==> src/rtl/ram_responder.sv <==
// RAM responder for the CU bus with a byte-serial little-endian program loader.
// After the image is loaded the FSM parks in RUN and raises cpu_enable.
module ram_responder #(
    parameter int adlines   = 8,
    parameter int datalines = 16
) (
    input  logic                 clk,
    input  logic                 rst,
    input  logic [adlines-1:0]   addressbus,
    input  logic                 read,
    input  logic                 write,
    input  logic [datalines-1:0] toram,
    output logic [datalines-1:0] fromram,
    input  logic [7:0]           ld_data,
    input  logic                 ld_valid,
    output logic                 ld_ready,
    output logic                 cpu_enable,
    output logic                 err
);

    // state  | meaning
    // HDR_LO | waiting for header low byte
    // HDR_HI | waiting for header high byte
    // DAT_LO | waiting for data word low byte
    // DAT_HI | waiting for data word high byte, write on accept
    // RUN    | load done, CU owns the RAM
    typedef enum logic [2:0] {HDR_LO, HDR_HI, DAT_LO, DAT_HI, RUN} state_t;

    localparam logic [16:0] DEPTH = 17'(2 ** adlines);

    state_t                 state_q, state_d;
    logic [7:0]             lo_q, lo_d;
    logic [15:0]            n_q, n_d;
    logic [16:0]            cnt_q, cnt_d;
    logic                   err_q, err_d;
    logic                   en_q;
    logic                   accept;
    logic                   we;
    logic [adlines-1:0]     waddr;
    logic [datalines-1:0]   wdata;
    logic [datalines-1:0]   mem_q [2 ** adlines];

    assign ld_ready   = (state_q != RUN);
    assign accept     = ld_valid & ld_ready;
    assign cpu_enable = en_q;
    assign err        = err_q;
    assign fromram    = (state_q == RUN && read) ? mem_q[addressbus] : '0;

    always_comb begin
        state_d = state_q;
        lo_d    = lo_q;
        n_d     = n_q;
        cnt_d   = cnt_q;
        err_d   = err_q;
        we      = 1'b0;
        waddr   = addressbus;
        wdata   = toram;
        case (state_q)
            HDR_LO: if (accept) begin
                lo_d    = ld_data;
                state_d = HDR_HI;
            end
            HDR_HI: if (accept) begin
                n_d     = {ld_data, lo_q};
                cnt_d   = '0;
                state_d = ({ld_data, lo_q} == 16'd0) ? RUN : DAT_LO;
            end
            DAT_LO: if (accept) begin
                lo_d    = ld_data;
                state_d = DAT_HI;
            end
            DAT_HI: if (accept) begin
                // Words past the end of the RAM are dropped rather than wrapped.
                if (cnt_q < DEPTH) begin
                    we    = 1'b1;
                    waddr = cnt_q[adlines-1:0];
                    wdata = {ld_data, lo_q};
                end else begin
                    err_d = 1'b1;
                end
                cnt_d   = cnt_q + 17'd1;
                state_d = (cnt_q + 17'd1 == {1'b0, n_q}) ? RUN : DAT_LO;
            end
            RUN: begin
                if (write) begin
                    we    = 1'b1;
                    waddr = addressbus;
                    wdata = toram;
                end
                if (read && write) err_d = 1'b1;
            end
            default: state_d = HDR_LO;
        endcase
    end

    always_ff @(posedge clk) begin
        if (rst) begin
            state_q <= HDR_LO;
            lo_q    <= '0;
            n_q     <= '0;
            cnt_q   <= '0;
            err_q   <= 1'b0;
            en_q    <= 1'b0;
        end else begin
            state_q <= state_d;
            lo_q    <= lo_d;
            n_q     <= n_d;
            cnt_q   <= cnt_d;
            err_q   <= err_d;
            en_q    <= (state_d == RUN);
        end
    end

    // RAM contents deliberately survive reset.
    always_ff @(posedge clk) begin
        if (we && !rst) mem_q[waddr] <= wdata;
    end

endmodule

==> config.mk <==
export PLATFORM = sky130hd
export DESIGN_NAME = ram_responder
export DESIGN_NICKNAME = d
export VERILOG_FILES = /design/src/rtl/ram_responder.sv
export SDC_FILE = /design/constraint.sdc
export NUM_CORES = 2
export LEC_CHECK = 0
export CORE_UTILIZATION = 66
export DETAILED_ROUTE_END_ITERATION = 10
export PLACE_DENSITY = 0.83
export RECOVER_POWER = 100
export SLEW_MARGIN = 5
export SYNTH_ARGS = -nofsm -noshare
export SYNTH_HDL_FRONTEND = slang
export SYNTH_SLANG_ARGS = --single-unit
==> constraint.sdc <==
create_clock -name clk -period 11.01 [get_ports clk]
set_input_delay 1.6515 -clock clk [delete_from_list [all_inputs] [get_ports clk]]
set_output_delay 1.6515 -clock clk [all_outputs]
set_load 0.05 [all_outputs]
* Word level (Yosys, flattened, before mapping)
Memories as Yosys holds them, arrays and structs flattened.
Cells that the tools add are included.
Widths: inputs -> output; s select.
** Operators by class
- Reductions and logical operators :: 13
- Bitwise gates (word level) :: 1
- Equality and inequality tests :: 11
- Multiplexer cells :: 27
- Order comparisons :: 1
- Add/subtract/negate cells :: 1
** Operator list (count)
- $mux 16 :: 4
- $mux 17 :: 2
- $pmux 17 s2 :: 1
- $mux 8 :: 3
- $mux 3 :: 6
- $add 17x1->17 const B :: 1
- $eq 17x16->1 :: 1
- $lt 17x9->1 const B :: 1
- $logic_not 16->1 :: 1
- $pmux 3 s5 :: 1
- $mux 1 :: 8
- $eq 3x2->1 const B :: 2
- $eq 3x3->1 const B :: 2
- $ne 2x2->1 const B :: 3
- $pmux 1 s2 :: 2
- $reduce_and 2->1 :: 2
- $reduce_and 4->1 :: 1
- $reduce_bool 2->1 :: 2
- $eq 3x1->1 const B :: 1
- $logic_and 1x1->1 :: 3
- $logic_not 3->1 :: 1
- $ne 3x3->1 const B :: 1
- $reduce_and 3->1 :: 1
- $ne 2x1->1 const B :: 1
- other kinds (3) :: 3
** Storage, ports and cells
- Word-level logic and storage cells :: 61
- Bits in registers :: 46
- Memories :: 1
- Input port bits :: 37
- Memory bits (writable) :: 4096
** Memories
- mem_q :: words 256, bits a word 16, rd ports 1, clocked after memory_dff 0, wr ports 1, RTL line 41 : logic [datalines-1:0] mem_q [2 ** adlines];

* Logic depth before layout (Yosys ltp)
- Depth after elaboration :: 7
- Mapped depth :: 12
- Depth with buffers taken out :: 8

* Worst setup path after synthesis
OpenSTA, ideal clock, no wires.
- Path type :: input -> register
- From :: input ld_valid
- To :: memory mem_q[0][10] (data pin)
- Data required time :: 10.187 ns
- Data arrival time :: 5.790 ns
- Cell stages on the path :: 8
- Path slack :: 4.397 ns
- Path through :: and3b_1 > clkbuf_2 > nand2_1 > nor2_1 > buf_2 > buf_1 > nand2_1 > nand2_1
** On the way
- Cells in the longest elaborated chain, start to end :: 3
** RTL lines
- from (decl) :: RTL line 15 : input logic ld_valid,
- $and 1x1->1 :: RTL line 44 : assign accept = ld_valid & ld_ready;
- $mux 16 :: RTL line 72 : DAT_HI: if (accept) begin
- $mux 16
- named net wdata[10] :: RTL line 40 : logic [datalines-1:0] wdata;
- to (decl) :: RTL line 41
The timed path passes the listed nets, and every way through them passes these cells.

* Worst setup path in the final report
- From :: input ld_valid
- To :: memory mem_q[33][2] (data pin)
The elaborated chain is that of the path after synthesis.

==> metrics.csv <==
stage,metric,value,unit
sta,hold_viol,0,
setup_path,reg2reg_depth,6,
layout,final_cell_mix,"edfxtp_1, mux4_2, mux2i_1",
drt,antenna_left,0,
drt,routed_wl,451000,µm
pwr,p_total,32.8,mW
floorplan,num_rows,180,
setup_path,critPathKind,primary input to flip-flop,
pwr,leakage,55.4,nW
layout,drive_above_1_share,18.4,%
floorplan,initial_utilization,66.6,%
drt,drcViolationCount,0,
placement,pre_cts_ws,2.19,ns
logic_synthesis,synth_top_area_share,76.4,%
logic_synthesis,syn_area_per_cell,21.1,µm²
status,outcome,"finished, violations left",
drt,routedWlPerCell,39.2,µm
cts,cts_max_level,5,
setup_path,crit_chain,"dlygate4sd3_1, and3b_1, nand2_1, nor2_1, clkbuf_1, nand2_1, nand2_1, clkbuf_1",
logic_synthesis,synth_seq_cells,4142,
setup_path,start_kind,primary input,
grt,grt_pass1_wl,634000,µm
min_path,min_from,n_q[11],
drt,vias,86784,
logic_synthesis,synth_cell_types,70,
min_path,min_to,n_q[11],
cts,cts_root_buf,clkbuf_16,
setup_path,cp.arrival,10.20,ns
layout,area_delta_synth_final,9.98,%
grt,grt_usage,37.0,%
cts,post_cts_buffers,0,
sta,setup_tns,0,ns
placement,dpl_cell_area,165000,µm²
placement,io_buffers,55,
logic_synthesis,synth_edf_count,4096,
grt,antenna_found_initial,34,
sta,fin_ws,1.05,ns
logic_synthesis,yosysWarnings,0,
setup_path,rrSetupSlack,1.92,ns
pwr,combPwrFrac,4.7,%
cts,cts_tree,yes,
grt,overflow,0,
setup_path,cpPeakStageDelay,2.99,ns
floorplan,die_w,496,µm
pwr,vdd_ir_drop_max,0.163,mV
sta,slew_headroom,-270,%
grt,grt_pass1_vias,86807,
pwr,powerDensity,185,nW/µm²
layout,nets,8003,
cts,path_clk_slew,0.06,ns
pwr,p_clk_share,42.1,%
setup_path,cp-end-kind,flip-flop,
sta,worstMarginPinSlew,5.55,ns
layout,final_common_cell,edfxtp_1,
logic_synthesis,synthCells,7631,
cts,holdBufCountCts,0,
drt,drt-initial-drc-count,15399,
job,drv_cap,116,
sta,fin_crit_sh,90.4,%
min_path,hold_path_depth,2,
drt,dr.pass1.iters,9,
sta,max_freq,0.100,GHz
cts,cts_buffers,404,
setup_path,r2r-end,mem_q[33][2],
layout,design_area,177000,µm²
floorplan,die_area,246000,µm²
logic_synthesis,yosysSeqAreaShare,76.9,%
min_path,hp-class,flip-flop to flip-flop,
pwr,p_sw_share,21.4,%
sta,min_period,9.96,ns
placement,dp.final_hpwl,241000,µm
floorplan,fp.dieH,496,µm
logic_synthesis,synthTopCellsByArea,"edfxtp_1, mux4_2, mux2i_1",
drt,via_per_inst,7.56,
pwr,pwr-share-seq,53.2,%
setup_path,worstReg2RegStart,state_q[1],
layout,fill_cells,12324,
sta,slew_viol_final,4841,
layout,stdcell_count,11483,
setup_path,cp_slowest_cell,nand2_1,
setup_path,required,11.25,ns
floorplan,core,242000,µm²
floorplan,ioPinCount,56,
setup_path,worstPathMaxFanout,88,
cts,cts_resized,0,
layout,multi_input_area,33900,µm²
cts,clock_path_buffers,4,
sta,setup_viol,0,
placement,gp_congestion,0.928,
sta,rsz0062_at_grt,no,
placement,dp.cells,10744,
grt,grt_max_degree,202,
logic_synthesis,async_flop_share,0,%
cts,clk_latency,1.00,ns
logic_synthesis,syn-cell-area,161000,µm²
sta,finClkSkew,0.0762,ns
logic_synthesis,synth_ff_type,edfxtp_1,
layout,regArea,124000,µm²
logic_synthesis,synthesis.nets,7669,
pwr,p_sw,7.00,mW
logic_synthesis,yosysTopAreaCell,edfxtp_1,
cts,cts.sinks,4142,
pwr,intPower,25.8,mW
status,violations,"max-capacitance violations, max-slew violations",
setup_path,crit_top_cell,nand2_1,
## per-stage QoR
step                utilization [%]  hold WS (ns)
detailed placement             68.5         0.475
CTS                            73.8         0.485
finish                         73.3         0.480
floorplan                         -         0.446
global route                   73.3         0.505
global placement               68.5         0.464
## layer usage
layer  global-route usage (%)  up-vias  wire length (µm)
met5                        0        -               190
met4                     24.8       30             36700
met3                     10.7     1878             66500
met2                     56.5     8702            208000
met1                     46.6    43398            139000
li1                         -    32776                 -
## worst max-delay path by stage
stage	from	endpoint	slack, ns	depth (start not counted)
3_5_place_dp	addressbus[1]	fromram[14]	2.19	11
6_report	ld_valid	mem_q[33][2]	1.05	8
4_1_cts	addressbus[1]	fromram[14]	2.25	11
5_1_grt	ld_valid	mem_q[166][7]	1.08	8
3_3_place_gp	addressbus[1]	fromram[14]	2.17	11
2_1_floorplan	ld_valid	mem_q[0][10]	4.40	8
## power groups by stage
stage | Sequential, mW | Combinational (mW) | Clock, mW
finish | 17.4 | 1.54 | 13.8
global route | 17.4 | 1.56 | 14.3
CTS | 17.4 | 1.51 | 13.8
detailed placement | 17.7 | 1.47 | 0
global placement | 17.7 | 1.42 | 0
floorplan | 17.8 | 0.973 | 0
## critical path: cells and delay by family
family | cells | cell delay (ns)
buffers and inverters | 3 | 4.06
AND/OR/NAND/NOR | 5 | 4.23
## state kept, by name, summed over array words and instances (netlist names)
register and count:
n_q 16, cpu_enable 1, lo_q 8, err 1, state_q 3, mem_q 4096
cnt_q 17
## kinds of logic (layout without fill, tap and decap cells)
| family | Yosys count | count (layout) | synth area share, % |
|---|---|---|---|
| AOI/OAI and AO/OA | 846 | 846 | 3.62 |
| xor gates and xnor gates | 20 | 20 | 0.109 |
| adders and majority gates | 1 | 1 | 0.00777 |
| buffers and inverters | 470 | 1116 | 2.06 |
| DFF | 4142 | 4142 | 76.9 |
| muxes | 1406 | 1406 | 15.2 |
| other | 0 | 21 | 0 |
| and+or+nand+nor | 746 | 746 | 2.05 |
## area by class of cell
class | count | area share [%]
Antenna cell | 21 | 0.0297
Clock buffer | 483 | 5.96
Clock inverter | 235 | 1.31
Inverter | 12 | 0.0268
Multi-Input combinational cell | 3019 | 19.1
Sequential cell | 4142 | 70.0
Tap cell | 3185 | 2.25
Timing Repair Buffer | 386 | 1.33
## cells in the mapped netlist (all sizes together) (73+ instances only)
master	n
a22oi	104
clkbuf	153
o21ai	107
nor2	324
o221ai	211
nand3	73
nand2	170
o22ai	160
edfxtp	4096
mux4	831
a21oi	177
mux2i	575
buf	305
(Power assumes the default switching activity.)
